### config.mk
export PLATFORM = sky130hd
export DESIGN_NAME = wb_arbiter
export DESIGN_NICKNAME = d
export VERILOG_FILES = /design/src/rtl/wb_arbiter.sv
export SDC_FILE = /design/constraint.sdc
export NUM_CORES = 1
export LEC_CHECK = 0
export ABC_CLOCK_PERIOD_IN_PS = 4800
export BUFFER_PORTS_ARGS = -buffer_cell sky130_fd_sc_hd__buf_2
export CAP_MARGIN = 40
export CORE_MARGIN = 2
export CORE_UTILIZATION = 45
export DETAILED_ROUTE_END_ITERATION = 12
export PLACE_DENSITY = 0.66
export REMOVE_ABC_BUFFERS = 1
export SYNTH_ARGS = -nofsm -noshare
export SYNTH_HDL_FRONTEND = slang
export SYNTH_SLANG_ARGS = --single-unit
### constraint.sdc
create_clock -name clk -period 4.8 [get_ports clk]
set_input_delay 0.72 -clock clk [delete_from_list [all_inputs] [get_ports clk]]
set_output_delay 0.72 -clock clk [all_outputs]
set_load 0.05 [all_outputs]
### src/rtl/wb_arbiter.sv
// Writeback arbiter: merges fixed-latency pipeline results (P) and buffered
// long-latency results (L, via FIFO) onto the single regfile write port.
// Ports:
//   clk, reset                 clock, async active-high reset
//   p_valid/p_addr/p_data      pipeline result, always accepted
//   l_valid/l_ready/l_addr/l_data  long-latency result into FIFO
//   stall                      asks upstream to hold p_valid low
//   q_addr_a/b, hit_a/b        pending-write query for decode
//   wrd/addr_d/d               registered regfile write
//   fifo_count                 FIFO occupancy
//   err                        sticky: p_valid seen during stall
module wb_arbiter #(
  parameter int DEPTH    = 4,
  parameter int MAX_WAIT = 8,
  parameter int DATA_W   = 32
) (
  input  logic                   clk,
  input  logic                   reset,
  input  logic                   p_valid,
  input  logic [4:0]             p_addr,
  input  logic [DATA_W-1:0]      p_data,
  input  logic                   l_valid,
  output logic                   l_ready,
  input  logic [4:0]             l_addr,
  input  logic [DATA_W-1:0]      l_data,
  output logic                   stall,
  input  logic [4:0]             q_addr_a,
  input  logic [4:0]             q_addr_b,
  output logic                   hit_a,
  output logic                   hit_b,
  output logic                   wrd,
  output logic [4:0]             addr_d,
  output logic [DATA_W-1:0]      d,
  output logic [$clog2(DEPTH):0] fifo_count,
  output logic                   err
);

  localparam int PW = $clog2(DEPTH);
  localparam int CW = PW + 1;
  localparam int WW = $clog2(MAX_WAIT + 1);
  localparam logic [CW-1:0] FULL_CNT = CW'(DEPTH);
  localparam logic [WW-1:0] WMAX = WW'(MAX_WAIT);

  logic [4:0]        mem_a [DEPTH];
  logic [DATA_W-1:0] mem_d [DEPTH];
  logic [DEPTH-1:0]  vld;
  logic [PW-1:0]     rd_ptr;
  logic [PW-1:0]     wr_ptr;
  logic [CW-1:0]     cnt;
  logic [WW-1:0]     wait_cnt;
  logic              empty;
  logic              full;
  logic              push;
  logic              pop;
  logic              take_p;

  assign empty      = (cnt == '0);
  assign full       = (cnt == FULL_CNT);
  assign l_ready    = !full;
  assign fifo_count = cnt;
  assign stall      = (wait_cnt == WMAX) && !empty;

  // x0 writes complete the handshake but are never stored.
  assign push = l_valid && !full && (l_addr != 5'd0);

  always_comb begin
    pop    = 1'b0;
    take_p = 1'b0;
    priority case (1'b1)
      stall:                       pop    = 1'b1;
      p_valid && (p_addr != 5'd0): take_p = 1'b1;
      !empty:                      pop    = 1'b1;
      default: ;
    endcase
  end

  always_comb begin
    hit_a = 1'b0;
    hit_b = 1'b0;
    for (int i = 0; i < DEPTH; i++) begin
      if (vld[i] && (mem_a[i] == q_addr_a)) hit_a = 1'b1;
      if (vld[i] && (mem_a[i] == q_addr_b)) hit_b = 1'b1;
    end
    if (wrd && (addr_d == q_addr_a)) hit_a = 1'b1;
    if (wrd && (addr_d == q_addr_b)) hit_b = 1'b1;
    if (q_addr_a == 5'd0) hit_a = 1'b0;
    if (q_addr_b == 5'd0) hit_b = 1'b0;
  end

  always_ff @(posedge clk) begin
    if (push) begin
      mem_a[wr_ptr] <= l_addr;
      mem_d[wr_ptr] <= l_data;
    end
  end

  always_ff @(posedge clk or posedge reset) begin
    if (reset) begin
      rd_ptr   <= '0;
      wr_ptr   <= '0;
      cnt      <= '0;
      vld      <= '0;
      wait_cnt <= '0;
      wrd      <= 1'b0;
      addr_d   <= '0;
      d        <= '0;
      err      <= 1'b0;
    end else begin
      // rd_ptr == wr_ptr with both active only when full, which blocks push.
      if (push) begin
        vld[wr_ptr] <= 1'b1;
        wr_ptr      <= wr_ptr + 1'b1;
      end
      if (pop) begin
        vld[rd_ptr] <= 1'b0;
        rd_ptr      <= rd_ptr + 1'b1;
      end
      case ({push, pop})
        2'b10:   cnt <= cnt + 1'b1;
        2'b01:   cnt <= cnt - 1'b1;
        default: ;
      endcase
      if (empty || pop)
        wait_cnt <= '0;
      else if (wait_cnt != WMAX)
        wait_cnt <= wait_cnt + 1'b1;
      if (pop) begin
        wrd    <= 1'b1;
        addr_d <= mem_a[rd_ptr];
        d      <= mem_d[rd_ptr];
      end else if (take_p) begin
        wrd    <= 1'b1;
        addr_d <= p_addr;
        d      <= p_data;
      end else begin
        wrd    <= 1'b0;
      end
      err <= err | (stall & p_valid);
    end
  end

endmodule

**Word-level counts from Yosys, hierarchy flattened**

Memories as Yosys holds them, arrays and structs flattened.
Index checks and enable logic that the tools add are counted.

- Register bits after elaboration: 54
- Memory bits (writable): 148
- Input bits: 88
- Output and inout bits: 46
- Word-level logic and storage cells: 101
- Memories: 2

- Add/subtract/negate cells: 5
- Order comparisons: 4
- Equal/unequal tests: 15
- Multiplexer cells: 34
- Bitwise logic cells: 5
- Reduce and logical (&&, ||, !) cells: 27

Memories:

| memory | depth | width | read ports | clocked after Yosys merged registers in | wr ports | line | source |
|---|---|---|---|---|---|---|---|
| mem_d | 4 | 32 | 1 | 0 | 1 | 45 | `logic [DATA_W-1:0] mem_d [DEPTH];` |
| mem_a | 4 | 5 | 5 | 0 | 1 | 44 | `logic [4:0] mem_a [DEPTH];` |

Operators by type and width:

| cell | number |
|---|---|
| $mux W32 | 2 |
| $eq A5 B5 Y1 | 10 |
| $mux W1 | 23 |
| $logic_and A1 B1 Y1 | 16 |
| $mux W4 | 4 |
| $logic_not A5 Y1 | 2 |
| $mux W5 | 2 |
| $reduce_bool A5 Y1 | 2 |
| $lt A2 B3 Y1 const B | 2 |
| $pmux W3 S2 | 1 |
| $reduce_bool A2 Y1 | 3 |
| $add A2 B1 Y2 const B | 2 |
| $add A4 B1 Y4 const B | 1 |
| $and A4 B4 Y4 | 1 |
| $demux W1 S2 | 2 |
| $eq A4 B4 Y1 const B | 1 |
| $ge A2 B1 Y1 const B | 2 |
| $ne A4 B4 Y1 const B | 1 |
| $not A4 Y4 | 1 |
| $or A4 B4 Y4 | 1 |
| $add A3 B1 Y3 const B | 1 |
| $eq A3 B3 Y1 const B | 1 |
| $logic_not A3 Y1 | 1 |
| $sub A3 B1 Y3 const B | 1 |
| other kinds (6) | 7 |

**Logic depth before layout (Yosys ltp)**

Gate-level depths: netlist (run 1).

- Depth in word-level cells: 8
- Mapped depth: 12
- Mapped depth without buffers: 11

**Worst setup path before layout (run 1)**

No wires, ideal clock.

- Path kind: reg-to-reg
- Start: reg cnt[0] (netlist: fifo_count[0])
- End: mem mem_a[0][0] (enable)
- Setup time: 0.399 ns
- Arrival time: 2.471 ns
- Required time: 4.401 ns
- Setup slack: 1.930 ns
- Stages on the path, launching flop included: 5
- Path buffers: 0
- Cell sequence: dfrtp_1 nor2_1 nand2_1 o211a_1 and2_1

- Word-level cells in the longest chain between the ends: 6

RTL lines:

| item | line | source |
|---|---|---|
| start, declared | 49 | `logic [CW-1:0] cnt;` |
| start signal, assigned | 119 | `2'b10: cnt <= cnt + 1'b1;` |
| start signal, assigned | 120 | `2'b01: cnt <= cnt - 1'b1;` |
| $eq A3 B3 Y1 | 58 | `assign full = (cnt == FULL_CNT);` |
| $logic_not A1 Y1 | n/a |  |
| named net l_ready | 23 | `output logic l_ready,` |
| $logic_and A1 B1 Y1 (2 in series) | 64 | `assign push = l_valid && !full && (l_addr != 5'd0);` |
| $mux W1 | 91 | `if (push) begin` |
| $mux W1 (implied by the code) | 92 | `mem_a[wr_ptr] <= l_addr;` |
| end, declared | 44 |  |

The timed path passes the listed nets, and every way through them passes these cells.

==> results.yml, run 1 <==
run:
  cap_violations: 0
sta:
  fin_skew_ns: 0.00889
  setup_viol: 0
  period_needed_ns: 2.90
  tightest_slew_ns: 0.750
  post-route-period-util_pct: 60.4
  max_clock_freq_mhz: 345
  slew_viol_final: 0
  whs_ns: 0.431
  max-slew-margin-rel_pct: 50.0
  fin_setup_tns_ns: 0
  rsz0062_at_grt: "no"
  setup_slack_ns: 1.90
  hold_viol_final: 0
synthesis:
  synth_ff_type: "edfxtp_1"
  async_reset_ff_share_pct: 26.7
  yosysSeqAreaShare_pct: 68.0
  synth_area_leaders: "edfxtp_1 (52%), dfrtp_1 (16%), mux4_2 (9.5%), xor2_1 (4.3%), nor2_1 (3.4%)"
  synth.distinct_cells: 41
  syn_inst: 525
  synth_most_common_cell: "edfxtp_1"
  synth_top_area_cell: "edfxtp_1"
  avgSynthCellArea_um2: 16.2
  synth_warnings: 0
  netlist_top_cells_count: "edfxtp_1 (148), nor2_1 (78), dfrtp_1 (54)"
  synth_edf_count: 148
  synth_area_mm2: 0.00852
  synth_top_cell_area_share_pct: 52.2
  synth_seq_cells: 202
grt:
  first_global_vias: 5126
  gr-total-overflow: 0
  grt_pass1_wl_um: 28700
  antenna_found_initial: 1
  grt_max_degree: 55
  grt_use_total_pct: 18.8
place:
  place_congestion: 0.942
  placement.io_buffers: 133
  dp_hpwl_um: 12500
  dp_slack_ns: 1.61
power:
  power_frac_seq_pct: 39.7
  combinationalPowerShare_pct: 33.0
  clkPwrFrac_pct: 27.4
  switching_power_w: 0.00229
  leakagePower_nw: 3.90
  p_int_w: 0.00426
  ir_worst_vdd_v: 0.000463
  power_density_mw_per_mm2: 642
  switching_share_pct: 35.0
worst_setup_path:
  critical_path_class: "flip-flop to primary output"
  r2r_cells: 12
  worstPathMaxFanout: 3
  crit_arrival_ns: 2.18
  cp-end-kind: "primary output"
  r2r-start: "wait_cnt[0]"
  r2r_slack_ns: 1.95
  crit_required_ns: 4.08
  rr_endpoint: "fifo_count[2]"
  cp-start-kind: "flip-flop"
floorplan:
  die_y_um: 142
  die-area_mm2: 0.0201
  core_mm2: 0.0186
  rows: 50
  die_x_um: 142
  floorplan.initialDensity_pct: 45.7
  io_pins: 134
drt:
  ant_nets: 0
  vias: 4874
  avgViaCountPerCell: 5.34
  wl_per_cell_um: 20.1
  routed_wl_um: 18300
  drc: 0
  drt_iter0_drc: 312
  firstDrtPassIters: 4
cells_and_area:
  layout-drive-gt1-share_pct: 34.5
  n_antenna_cell: 0
  syn_to_final_growth_pct: 19.8
  utilization_pct: 54.7
  nFillCells: 1523
  nNetsFinal: 763
cts:
  hold_buffers: 0
  clkSinkCount: 202
  path_clk_slew_ns: 0.06
  cts_setup_buffers: 0
  cts_buffer_depth: 3
  htreeDepth: 1
  numCtsBuffers: 22
  cts_tree: "done"
  clk_latency_ns: 0.49
  cts-root-buf: "clkbuf_16"
  cts_resized: 0
outcome:
  status: "finished clean"
hold_path:
  hold_path_class: "input port to async pin"
sequential cells by signal (all words and copies together), names as in the netlist:
name,cells
wait_cnt,4
rd_ptr,2
err,1
wrd,1
addr_d,5
mem_d,128
fifo_count,3
wr_ptr,2
d,32
mem_a,20
vld,4
stage by stage:
| stage | instance area (µm²) | total power [W] | std cells |
|---|---|---|---|
| floorplan | 8240 | 0.00412 | 495 |
| detailed placement | 9410 | 0.00483 | 873 |
| global route | 10200 | 0.00688 | 913 |
| global placement | 9240 | 0.00468 | 865 |
| finish | 10200 | 0.00656 | 913 |
| CTS | 10200 | 0.00665 | 913 |
worst max path at each step:
stage / startpoint / end / slack [ns] / cells after the start
floorplan: p_addr[1] / fifo_count[2] / 1.84 / 9
global placement: p_addr[1] / fifo_count[2] / 1.53 / 10
detailed placement: p_addr[1] / fifo_count[1] / 1.61 / 9
CTS: mem_a[0][3] / hit_b / 1.88 / 6
global route: wait_cnt[0] / fifo_count[2] / 1.71 / 12
finish: mem_a[0][3] / hit_b / 1.90 / 6
power by group through the flow:
| stage | Sequential [W] | Combinational (W) | Clock, W |
|---|---|---|---|
| CTS | 0.00261 | 0.00220 | 0.00184 |
| global route | 0.00265 | 0.00232 | 0.00191 |
| floorplan | 0.00319 | 0.000922 | 0 |
| detailed placement | 0.00264 | 0.00218 | 0 |
| global placement | 0.00271 | 0.00197 | 0 |
| finish | 0.00260 | 0.00216 | 0.00179 |
logic make-up (layout without fill, tap and decap cells):
logic type	Yosys count	after routing	synth area share, %
adder cells (fa/ha/maj)	12	12	1.85
buffers and inverters	40	194	3.76
multiplexers	38	38	9.94
XOR/XNOR	57	57	5.86
AND/OR/NAND/NOR	124	124	6.49
flip-flops	202	202	68.0
AO/OA/AOI/OAI	52	52	4.08
worst max-delay path, stage by stage (launching register included):
cell and delay (ns):
edfxtp_1 0.47, xor2_1 0.20, nor4_1 0.38, nand3_1 0.12
nand3_1 0.10, o22a_1 0.15, buf_2 0.26
layer usage:
| layer | part of all wire, % | global-route usage [%] | wire (µm) | vias up |
|---|---|---|---|---|
| met5 | 0.071 | 0 | 13 | - |
| met4 | 2.3 | 5.16 | 413 | 2 |
| met3 | 6.7 | 3.58 | 1220 | 35 |
| met2 | 48 | 30.9 | 8780 | 175 |
| met1 | 43 | 26.1 | 7880 | 2405 |
| li1 | - | - | - | 2257 |
final cells by class:
type                            count  area, µm²  share of cell area, %
Clock buffer                       27        611                   5.98
Clock inverter                     13        184                   1.80
Inverter                           10       37.5                  0.368
Multi-Input combinational cell    283       2420                   23.7
Sequential cell                   202       5800                   56.8
Tap cell                          234        293                   2.87
Timing Repair Buffer              144        863                   8.46
layout by cell type (no fill, tap or decap), types with 4 or more instances in the layout:
cell / instances
and2_2: 4
mux4_2: 36
clkbuf_16: 23
dfrtp_1: 52
a2bb2oi_1: 4
nor4_1: 10
bufinv_16: 4
o22ai_1: 34
buf_2: 133
edfxtp_1: 148
nand3_1: 13
inv_1: 8
nor2_1: 78
ha_1: 11
nand2_1: 7
xnor2_1: 15
xor2_1: 42
buf_12: 6
No activity file was read; power rests on OpenSTA's default activity.
==> inputs of run 2 (changes only) <==
ABC_AREA = 1   (was unset)
ABC_CLOCK_PERIOD_IN_PS = 2700   (was 4800)
PLACE_DENSITY = 0.65   (was 0.66)
clock period = 2.7 ns   (was 4.8 ns; I/O delays follow)
==> results.yml, run 2 <==
outcome:
  status: "finished clean"
cts:
  cts_setup_buffers: 0
  htreeDepth: 1
  cts_resized: 0
  hold_buffers: 0
  clkSinkCount: 202
  numCtsBuffers: 22
  cts-root-buf: "clkbuf_16"
  clk_latency_ns: 0.50
  cts_tree: "done"
  path_clk_slew_ns: 0.06
  cts_buffer_depth: 3
synthesis:
  synth_most_common_cell: "nand2_1"
  synth_edf_count: 148
  synth_area_mm2: 0.00937
  netlist_top_cells_count: "nand2_1 (391), nand3_1 (157), edfxtp_1 (148)"
  synth_area_leaders: "edfxtp_1 (47%), nand2_1 (16%), dfrtp_1 (14%), nand3_1 (8.4%), inv_1 (3.3%)"
  synth_warnings: 0
  async_reset_ff_share_pct: 26.7
  avgSynthCellArea_um2: 9.27
  syn_inst: 1011
  synth_seq_cells: 202
  synth_ff_type: "edfxtp_1"
  yosysSeqAreaShare_pct: 61.8
  synth.distinct_cells: 25
  synth_top_cell_area_share_pct: 47.4
  synth_top_area_cell: "edfxtp_1"
run:
  cap_violations: 0
power:
  p_total_w: 0.0129
  power_density_mw_per_mm2: 1160
  leakagePower_nw: 5.13
  ir_worst_vdd_v: 0.000593
sta:
  period_needed_ns: 2.25
  hold_viol_final: 0
  tightest_slew_ns: 0.774
  max-slew-margin-rel_pct: 48.4
  rsz0062_at_grt: "no"
  setup_viol: 0
  max_clock_freq_mhz: 445
  slew_viol_final: 0
  post-route-period-util_pct: 83.3
  fin_skew_ns: 0.00939
worst_setup_path:
  cp-startpoint: "mem_a[1][0]"
  r2r_slack_ns: 0.56
  r2r-start: "wait_cnt[0]"
  worstPathMaxFanout: 5
  rr_endpoint: "fifo_count[2]"
  crit_required_ns: 2.30
  crit_arrival_ns: 1.84
  cp-end-kind: "primary output"
  cp-start-kind: "flip-flop"
  critical_path_class: "flip-flop to primary output"
  r2r_cells: 11
cells_and_area:
  nNetsFinal: 1243
  syn_to_final_growth_pct: 19.0
  fin_area_mm2: 0.0112
  mostFrequentLayoutCell: "nand2_1"
  largest-register: "mem_d"
  layout-drive-gt1-share_pct: 17.8
  largest_register_ffs: 128
  final_cell_mix: "nand2_1 (391), nand3_1 (156), edfxtp_1 (148), buf_2 (133), inv_1 (81)"
  top_regs: "mem_d (128), d (32), mem_a (20)"
floorplan:
  die_x_um: 148
  floorplan.initialDensity_pct: 46.0
  io_pins: 134
  die_y_um: 148
  die-area_mm2: 0.0220
  rows: 52
  core_mm2: 0.0204
grt:
  grt_pass1_wl_um: 35800
  grt_max_degree: 60
  met2_usage_pct: 34.6
  antenna_found_initial: 2
  gr-total-overflow: 0
  grt_use_total_pct: 20.8
  grtUsageMet3_pct: 4.39
  grtUsageMet1_pct: 28.2
  first_global_vias: 6842
  top_usage_layer: "met2"
place:
  dp_hpwl_um: 13900
  placed_area_mm2: 0.0103
  place_congestion: 0.913
  placement.io_buffers: 133
drt:
  drt_iter0_drc: 429
  routed_wl_um: 22600
  drc: 0
  ant_nets: 0
  vias: 7214
  wl_per_cell_um: 15.8
  avgViaCountPerCell: 5.04
  firstDrtPassIters: 5
hold_path:
  hold_path_class: "input port to async pin"
## run 2: per-layer routing
layer / vias to the layer above / share of wire (%)
li1: 3565 / -
met3: 39 / 7.0
met2: 225 / 47
met5: - / 0
met4: 0 / 2.0
met1: 3385 / 44
## run 2: how the worst max path moves through the flow
stage,to,depth (start not counted)
after global placement,fifo_count[2],11
after detailed placement,fifo_count[2],11
after global routing,hit_a,8
after floorplan,mem_a[0][0],4
after CTS,hit_a,8
final,hit_a,8
## run 2: cell families (layout without fill, tap and decap cells)
| family | count (synthesis) | in the layout | synth area share [%] |
|---|---|---|---|
| AO/OA/AOI/OAI | 42 | 42 | 2.27 |
| buffers and inverters | 132 | 280 | 6.38 |
| flip-flops | 202 | 202 | 61.8 |
| XOR/XNOR | 8 | 8 | 0.748 |
| AND/OR/NAND/NOR | 615 | 615 | 27.1 |
| other | 0 | 1 | 0 |
| adder cells (fa/ha/maj) | 12 | 12 | 1.68 |
## run 2: final cells by class
type,count,area (µm²)
diodes,1,2.50
clock buffers,28,614
clock inverters,12,218
fillers,1842,9210
inverters,87,327
multi-input cells,677,3010
flip-flops and latches,202,5800
well taps,270,338
repair buffers,153,841
## run 2: report_power, final
group | switching, W | internal (W)
clock | 0.00121 | 0.00218
sequential | 0.000425 | 0.00421
combinational | 0.00358 | 0.00132
total | 0.00522 | 0.00771
## run 2: stage by stage
stage	hold WS (ns)	util [%]	worst slack [ns]	TNS, ns	cells
after floorplan	0.454	-	-0.831	-136.32	966
after global placement	0.436	50.7	0.630	0	1389
after detailed placement	0.446	50.7	0.572	0	1389
after CTS	0.0967	54.7	0.441	0	1429
after global routing	0.0936	54.7	0.332	0	1429
final	0.116	54.8	0.452	0	1430
## run 2: worst max-delay path, cell delays in order (launching register included)
cell	delay (ns)
edfxtp_1	0.49
nand2_1	0.13
nand2_1	0.05
nor2_1	0.11
nand3_1	0.09
nand3_1	0.08
nor2_1	0.05
nor2_1	0.08
buf_2	0.26
==> inputs of run 3 (changes only) <==
ABC_CLOCK_PERIOD_IN_PS = 2200   (was 2700)
clock period = 2.2 ns   (was 2.7 ns; I/O delays follow)
==> results.yml, run 3 (synthesized netlist as in run 2, its figures left out) <==
cts:
  cts_tree: "done"
  cts_buffer_depth: 3
  cts-root-buf: "clkbuf_16"
  htreeDepth: 1
  clk_latency_ns: 0.49
  clkSinkCount: 202
  numCtsBuffers: 21
  path_clk_slew_ns: 0.07
cells_and_area:
  top_regs: "mem_d (128), d (32), mem_a (20)"
  nNetsFinal: 1250
  final_cell_mix: "nand2_1 (391), nand3_1 (156), edfxtp_1 (148), buf_2 (131), inv_1 (81)"
  layout-drive-gt1-share_pct: 18.2
  instances_no_fill: 1436
  largest-register: "mem_d"
  syn_to_final_growth_pct: 18.6
  mostFrequentLayoutCell: "nand2_1"
  largest_register_ffs: 128
worst_setup_path:
  cp-end-kind: "primary output"
  crit_arrival_ns: 1.76
  worstPathMaxFanout: 4
  crit_required_ns: 1.87
  critical_path_class: "flip-flop to primary output"
  cp-start-kind: "flip-flop"
place:
  placement.io_buffers: 133
  dp_cells: 1391
  dp_hpwl_um: 13900
  place_congestion: 0.887
sta:
  post-route-period-util_pct: 95.0
  period_needed_ns: 2.09
  fin_skew_ns: 0.0114
  rsz0062_at_grt: "yes"
  hold_viol_final: 0
  setup_viol: 0
  tightest_slew_ns: 0.568
  max-slew-margin-rel_pct: 62.1
  slew_viol_final: 0
  max_clock_freq_mhz: 478
  fin_setup_tns_ns: 0
drt:
  routed_wl_um: 22200
  vias: 7154
  wl_per_cell_um: 15.5
  drt_iter0_drc: 401
  avgViaCountPerCell: 4.98
  firstDrtPassIters: 5
  ant_nets: 0
  drc: 0
floorplan:
  io_pins: 134
  die_x_um: 148
  core_mm2: 0.0204
  die_y_um: 148
  floorplan.initialDensity_pct: 46.0
  rows: 52
  die-area_mm2: 0.0220
power:
  power_density_mw_per_mm2: 1380
  leakagePower_nw: 5.12
  p_total_w: 0.0153
  ir_worst_vdd_v: 0.000754
run:
  cap_violations: 0
grt:
  grt_max_degree: 60
  antenna_found_initial: 1
  grt_pass1_wl_um: 35200
  grt_use_total_pct: 20.4
  first_global_vias: 6876
  gr-total-overflow: 0
hold_path:
  hold_path_class: "input port to flip-flop"
outcome:
  status: "finished clean"
[run 3: final cells by class]
cell class,instances,area (µm²)
Antenna cell,1,2.50
Sequential cell,202,5800
Fill cell,1843,9240
Timing Repair Buffer,161,962
Inverter,87,327
Multi-Input combinational cell,677,3020
Tap cell,270,338
Clock inverter,14,130
Clock buffer,24,547
[run 3: where the power goes]
part           total, W  switching (W)  internal, W  leakage, nW
Combinational   0.00617        0.00442      0.00175         2.81
Sequential      0.00567       0.000499      0.00517         1.98
Clock           0.00346        0.00143      0.00203        0.332
[run 3: metal layers]
metal  GRT usage, %  up-vias  part of all wire (%)
li1               -     3574                     -
met1           27.3     3328                    44
met2           34.1      216                    48
met3           3.68       36                   6.9
met4           6.05        0                   2.0
met5              0        -                     0
[run 3: repair_timing]
action / in CTS / in global routing
hold buffers: 1 / 0
buffers inserted: 0 / 5
setup endpoints to repair: 0 / 3
resized for setup: 0 / 7
hold endpoints to repair: 54 / 0
[run 3: worst paths after layout]
path | slack (ns) | startpoint | end | cells after the start
setup / recovery | 0.11 | mem_a[3][0] | hit_a | 8
hold / removal | 0.05 | l_data[27] | mem_d[1][27] | 1
setup reg to reg | 0.18 | wait_cnt[0] | fifo_count[2] | 11
hold reg to reg | 0.46 | err | err | 1
max in group asynchronous | 1.46 | reset | rd_ptr[1] | 4
min in group asynchronous | 0.44 | reset | d[26] | 4
[run 3: critical path, cell delays in order (launching register included)]
cell and delay [ns]:
edfxtp_1 0.45, nand2_1 0.10, o21ai_0 0.07, nor2_1 0.14, nand3_1 0.08, nand3_1 0.08
nor2_1 0.04, nor2_1 0.09, buf_4 0.21
[run 3: stage by stage]
step                      hold WS [ns]  util (%)  area, µm²  worst slack, ns
after CTS                       0.0296      54.4      11100           0.0601
after floorplan                  0.429         -       9100            -1.33
after global placement           0.418      51.0      10400            0.165
after detailed placement         0.425      51.0      10400           0.0882
after global routing            0.0339      54.6      11100         -0.00749
final                           0.0459      54.6      11100            0.110
